$ cat src/rtl/mem_ctrl.sv
// Byte-wide RAM controller arbitrating instruction fetch and load/store traffic.
// Multi-byte transfers are sequenced one byte per cycle, little-endian.
module mem_ctrl #(
    parameter int unsigned RAM_AW = 17
) (
    input  logic              clk_in,
    input  logic              rst_in,
    input  logic              if_req_in,
    input  logic [31:0]       if_addr_in,
    output logic              if_done_out,
    output logic [31:0]       if_inst_out,
    input  logic              mem_req_in,
    input  logic              mem_we_in,
    input  logic [1:0]        mem_len_in,
    input  logic [31:0]       mem_addr_in,
    input  logic [31:0]       mem_wdata_in,
    output logic              mem_done_out,
    output logic [31:0]       mem_rdata_out,
    input  logic [7:0]        ram_din_in,
    output logic [7:0]        ram_dout_out,
    output logic [RAM_AW-1:0] ram_a_out,
    output logic              ram_wr_out
);

    typedef enum logic [2:0] {
        StIdle,
        StIfRd,
        StMemRd,
        StMemWr,
        StDone
    } state_e;

    state_e      r_state;
    state_e      w_state_d;
    logic [2:0]  r_cnt;
    logic [2:0]  r_n;
    logic [31:0] r_base;
    logic [31:0] r_wdata;
    logic        r_is_if;
    logic [31:0] r_buf;
    logic [31:0] r_if_inst;
    logic [31:0] r_mem_rdata;

    logic [31:0] w_addr;
    logic [2:0]  w_cnt_m1;
    logic [31:0] w_buf_new;
    logic [31:0] w_wshift;

    assign w_addr   = r_base + {29'd0, r_cnt};
    assign w_cnt_m1 = r_cnt - 3'd1;
    // Byte captured now belongs to the address driven one cycle earlier.
    assign w_buf_new = r_buf | ({24'd0, ram_din_in} << {w_cnt_m1[1:0], 3'b000});
    assign w_wshift  = r_wdata >> {r_cnt[1:0], 3'b000};

    assign if_inst_out   = r_if_inst;
    assign mem_rdata_out = r_mem_rdata;

    always_comb begin
        w_state_d    = r_state;
        ram_wr_out   = 1'b0;
        ram_a_out    = '0;
        ram_dout_out = 8'd0;
        if_done_out  = 1'b0;
        mem_done_out = 1'b0;
        unique case (r_state)
            StIdle: begin
                if (mem_req_in) begin
                    w_state_d = mem_we_in ? StMemWr : StMemRd;
                end else if (if_req_in) begin
                    w_state_d = StIfRd;
                end
            end
            StIfRd: begin
                ram_a_out = w_addr[RAM_AW-1:0];
                if (!if_req_in) begin
                    w_state_d = StIdle;
                end else if (r_cnt == r_n) begin
                    w_state_d = StDone;
                end
            end
            StMemRd: begin
                ram_a_out = w_addr[RAM_AW-1:0];
                if (r_cnt == r_n) begin
                    w_state_d = StDone;
                end
            end
            StMemWr: begin
                ram_wr_out   = 1'b1;
                ram_a_out    = w_addr[RAM_AW-1:0];
                ram_dout_out = w_wshift[7:0];
                if (r_cnt == r_n - 3'd1) begin
                    w_state_d = StDone;
                end
            end
            StDone: begin
                if_done_out  = r_is_if;
                mem_done_out = !r_is_if;
                w_state_d    = StIdle;
            end
            default: w_state_d = StIdle;
        endcase
    end

    always_ff @(posedge clk_in) begin
        if (rst_in) begin
            r_state     <= StIdle;
            r_cnt       <= 3'd0;
            r_n         <= 3'd0;
            r_base      <= 32'd0;
            r_wdata     <= 32'd0;
            r_is_if     <= 1'b0;
            r_buf       <= 32'd0;
            r_if_inst   <= 32'd0;
            r_mem_rdata <= 32'd0;
        end else begin
            r_state <= w_state_d;
            unique case (r_state)
                StIdle: begin
                    r_cnt <= 3'd0;
                    r_buf <= 32'd0;
                    if (mem_req_in) begin
                        r_base  <= mem_addr_in;
                        r_wdata <= mem_wdata_in;
                        r_is_if <= 1'b0;
                        unique case (mem_len_in)
                            2'b00:   r_n <= 3'd1;
                            2'b01:   r_n <= 3'd2;
                            default: r_n <= 3'd4;
                        endcase
                    end else if (if_req_in) begin
                        r_base  <= if_addr_in;
                        r_is_if <= 1'b1;
                        r_n     <= 3'd4;
                    end
                end
                StIfRd, StMemRd: begin
                    r_cnt <= r_cnt + 3'd1;
                    if (r_cnt != 3'd0) begin
                        r_buf <= w_buf_new;
                    end
                    // Result registers move only when the transfer completes.
                    if (w_state_d == StDone) begin
                        if (r_is_if) begin
                            r_if_inst <= w_buf_new;
                        end else begin
                            r_mem_rdata <= w_buf_new;
                        end
                    end
                end
                StMemWr: r_cnt <= r_cnt + 3'd1;
                StDone:  r_cnt <= 3'd0;
                default: r_cnt <= 3'd0;
            endcase
        end
    end

endmodule

$ cat config.mk
export PLATFORM = sky130hd
export DESIGN_NAME = mem_ctrl
export DESIGN_NICKNAME = d
export VERILOG_FILES = /design/src/rtl/mem_ctrl.sv
export SDC_FILE = /design/constraint.sdc
export NUM_CORES = 1
export LEC_CHECK = 0
export ABC_CLOCK_PERIOD_IN_PS = 3000
export BUFFER_PORTS_ARGS = -buffer_cell sky130_fd_sc_hd__buf_4
export CORE_AREA = 3 3 126 152
export DETAILED_ROUTE_END_ITERATION = 10
export DIE_AREA = 0 0 129 155
export SLEW_MARGIN = 20
export SYNTH_ARGS = -nofsm -noshare
export SYNTH_HDL_FRONTEND = slang
export SYNTH_SLANG_ARGS = --single-unit
$ cat constraint.sdc
create_clock -name clk_in -period 3 [get_ports clk_in]
set_input_delay 0.3 -clock clk_in [delete_from_list [all_inputs] [get_ports clk_in]]
set_output_delay 0.3 -clock clk_in [all_outputs]
set_load 0.02 [all_outputs]
# == After elaboration in Yosys (flattened, before gate mapping) ==
# Cells that the tools add are included.
# op_classes
bitwise_logic,3
n_addsub,4
muxes,21
n_eq_ne,9
n_shift,2
reduce_logical,14
# ops
operator,count
one-hot mux 32 bit (2 select lines),1
two-way mux 17 bit,3
two-way mux 32 bit,1
OR 32 bit,1
left shift 8 x 5 -> 32 bit,1
right shift 32 x 5 -> 8 bit,1
two-way mux 3 bit,7
adder 17 x 3 -> 17 bit,1
one-hot mux 3 bit (4 select lines),1
two-way mux 8 bit,1
"== test 3 x 2 -> 1 bit, second input constant",2
== test 3 bit,2
"== test 3 bit, second input constant",2
two-way mux 1 bit,6
one-hot mux 3 bit (2 select lines),1
AND reduction 2 bit,3
AND reduction 3 bit,2
nonzero test 2 bit,2
OR reduction 2 bit,2
"adder 3 x 1 -> 3 bit, second input constant",1
"== test 3 x 1 -> 1 bit, second input constant",1
zero test 3 bit,1
nonzero test 3 bit,1
OR reduction 3 bit,1
other kinds (7),8
# word_totals
reg_bits,155
output_inout_bits,92

# == Depth between registers and ports, before layout ==
# logic_depth
word_depth,6
mapped_depth,9
mapped_depth_nobuf,7

# == Least setup slack after synthesis ==
# OpenSTA, ideal clock, no wires.
# synth_path
kind,reg-to-output
from,register r_cnt[1]
to,output port ram_a_out[16]
stages_incl_launch_ff,8
arrival_time_ps,2291
t_required_ps,2700
path_slack_ps,409
path_buffers,1
cell_sequence,dfxtp_1 buf_2 inv_1 fa_1 nor2b_1 o2111ai_1 or3_1 a21oi_1
# synth_between
elab_chain_cells,2
# synth_lines
element,line_no,rtl
from (decl),35,logic [2:0] r_cnt;
from (signal assigned),137,r_cnt <= r_cnt + 3'd1;
from (signal assigned),150,StMemWr: r_cnt <= r_cnt + 3'd1;
adder 17 x 3 -> 17 bit,49,"assign w_addr = r_base + {29'd0, r_cnt};"
two-way mux 17 bit,65,unique case (r_state)
to (decl),21,"output logic [RAM_AW-1:0] ram_a_out,"
# Every way passes these cells.

# == Worst setup path in the final report ==
# layout_path
from,register r_base[0]
to,output port ram_a_out[16]
# layout_between
elab_chain_cells,2
# layout_lines
element,line_no,rtl
from (decl),37,logic [31:0] r_base;
from (signal assigned),122,r_base <= mem_addr_in;
from (signal assigned),131,r_base <= if_addr_in;
adder 17 x 3 -> 17 bit,49,
two-way mux 17 bit,65,
# Every way passes these cells.

==> impl_results.md <==
* Global-route wire length before repair at around 28,000 um
* Layout area overhead at 27.6%
* Sequential share of power at about two fifths
* Setup Buffers After CTS at 0
* Initial antenna violation count at 0
* HP Class: in -> reg
* Post-CTS Resized at 1
* Synth top area cells: dfxtp_1 (44%), mux2i_1 (12%), nand2b_1 (5.6%)
* CTS Sinks at 155
* Unique masters post-synth at 52
* Setup crit end kind: output port
* CTS Hold Bufs at 0
* Worst Tran Pin Value at roughly 0.85 ns
* DRT Wirelength at 17,300 um
* Pre-CTS WS at 0.427 ns
* I/O pins at 203
* #FFs+latches synth at 155
* Cells after Synth at 748
* Tcrit/Tclk final at between 90% and 100%
* Layout Nets at 1,010
* Req. time, crit path at 2.70 ns
* HPWL after detailed placement at 12,000 um
* FP Rows at 53
* CTS tree: yes
* Mapped Nets at 866
* Crit-path max FO at 5
* Clock group share of total power at 35.8%
* Fillers at 1,739
* Die Wd at 129 um
* GP Congestion at 0.762
* Leakage at 4.07 nW
* Internal at 0.00434 W
* Height of the die at 155 um
* FMAX at approximately 0.36 GHz
* CTS Buf Count at 17
* Post-synth top area cell: dfxtp_1
* Ys Warns at 0
* Final WS setup at 0.188 ns
* Multi-input combinational cell area at 3670 sq um
* Vias at approximately 5,700
* ANT cells at 0
* Mapped Area at 7100 sq um
* Clk slew on worst S/H paths at 0.06 ns
* Vias in the first global route at 5,562
* Sw power at 0.00195 W
* DRC violations left at 0
* CTS max path bufs at 2
* Drt pass-1 iters at 5
* Mean Syn Cell Area at 9.50 sq um
* Dpl cell area at around 8400 sq um
* WL per Instance at around 15 um
* CP arrival at 2.51 ns
* CTS HTree Levels at 4
* Die area at 20,000 sq um
* Peak supply drop at ~0.44 mV
* Period minus WS final at about 2.8 ns
* Worst relative slew slack at between 40% and 50%
* GRT overflow at 0
* Final instance area at between 9000 and 10,000 sq um
* Share of cells above drive strength 1 at 29.8%
* Setup CP Type: reg -> out
* Post-route ant nets at 0
* FF+latch area at a little over 3000 sq um
* Final Hold Fails at 0
* Setup Viol. Count Final at 0
* Unrepaired setup endpoints after global routing: false
* Worst Skew at 0.00870 ns
* Overall power at 0.00628 W
* Net Sw Frac at a little under a third
* Share of the synthesized area in the top cell type at a little over two fifths
* # Max-Cap Violations at 0
* # port buffers at roughly 170
* Gr usage total at 17.5%
* Largest net degree at the start of global routing at 65
* Post-Route Setup TNS at 0 ns
* Worst setup SP type: register
* Initial DRC Count at 256
* Final-report max-slew violation count at 0
* Initial core utilization at between 40% and 50%
* Clock Tree Root: clkbuf_16
* Seq/Total Area, Yosys at between 40% and 50%
* Core area at 17,600 sq um
* Combinational Power Share at 25.2%
* Pwr dens at 693 nW/um^2
* Worst skew pair latency at between 0.4 and 0.5 ns
* Outcome: finished clean
* DR vias/cell at ~5
critical path: stages, from the launching register on:
cell	delay, ns
dfxtp_1	0.33
ha_1	0.20
inv_1	0.07
fa_1	0.42
nor2b_4	0.19
o2111ai_2	0.19
or3_1	0.39
a21oi_1	0.15
buf_4	0.16
flip-flops by register name, indices dropped and copies added, names as in the netlist:
register and count:
r_is_if 1, r_state 3, r_wdata 32, r_cnt 3
r_n 3, r_buf 32, if_inst_out 32, r_base 17
mem_rdata_out 32
stage by stage:
step	instances	utilization, %	hold WS [ns]
finish	1124	51.4	0.122
CTS	1124	51.3	0.103
detailed placement	1093	47.8	0.443
floorplan	748	-	0.433
global route	1124	51.4	0.109
global placement	1093	47.8	0.439
final cells by class:
type                       instances  area share, %
tap                              220           3.04
clock buffer                      22           5.34
multi-input combinational        527           40.5
clock inverter                     9           1.49
inverter                           9          0.373
sequential                       155           34.2
timing repair buffer             182           15.1
power by group through the flow:
stage,logic (W),registers (W),clock network (W)
after floorplan,0.00118,0.00247,0
after global placement,0.00159,0.00249,0
after detailed placement,0.00160,0.00250,0
after CTS,0.00161,0.00245,0.00230
after global routing,0.00177,0.00249,0.00237
final,0.00158,0.00245,0.00225
placed cells by master (no fill, tap or decap), types with 8 or more instances in the layout:
master     count
a211oi_1      18
nand2b_1      64
mux2i_1       82
a21oi_1       74
and2_1        11
nand2_1       73
clkbuf_16     17
nor2_1        34
buf_4        182
dfxtp_1      155
or2_2         36
inv_1          9
mux4_2         8
a22o_1        32
nor3b_1       10
kinds of logic (layout without fill, tap and decap cells):
logic type               after synthesis  count (layout)  share of synthesized area, %
AO/OA/AOI/OAI                        145             145                          13.2
XOR/XNOR                              12              12                          1.67
adder cells (fa/ha/maj)                8               8                          1.48
buffers and inverters                 66             222                          4.90
flip-flops                           155             155                          43.7
multiplexers                          90              90                          14.1
AND/OR/NAND/NOR                      272             272                          21.0
metal layers:
metal | global-route usage (%) | vias up | share of wire (%)
met5 | 0 | - | 0
met4 | 4.90 | 0 | 1.3
met3 | 5.36 | 18 | 6.2
met2 | 27.9 | 165 | 46
met1 | 23.0 | 2602 | 46
li1 | - | 2882 | -
path summary, 6_finish.rpt:
kind                    startpoint         endpoint  slack, ns  cells after the start
setup / recovery         r_base[0]    ram_a_out[16]       0.19                      8
hold reg to reg        r_wdata[29]      r_wdata[29]       0.45                      2
hold / removal    mem_wdata_in[19]      r_wdata[19]       0.12                      3
setup reg to reg          r_cnt[0]  if_inst_out[23]       0.66                      7
Yosys cell counts (all sizes together):
library cell	n
buf	33
xnor2	4
nand4	2
xnor3	1
o21ai	9
o31a	1
a22o	32
dfxtp	155
maj3	1
fa	1
mux4	8
o31ai	3
a22oi	1
ha	6
nor3	11
a211o	2
o211ai	1
nand3	6
or4	2
nand4b	1
clkbuf	24
and2	11
a21o	1
o2111ai	2
and4	2
xor2	7
inv	9
nand2b	64
or2	37
nor2	36
or4b	1
a21oi	74
nor2b	8
mux2i	82
a211oi	19
or3	5
nand2	73
and3	1
nand3b	2
nor3b	10
No activity file was read; power rests on OpenSTA's default activity.
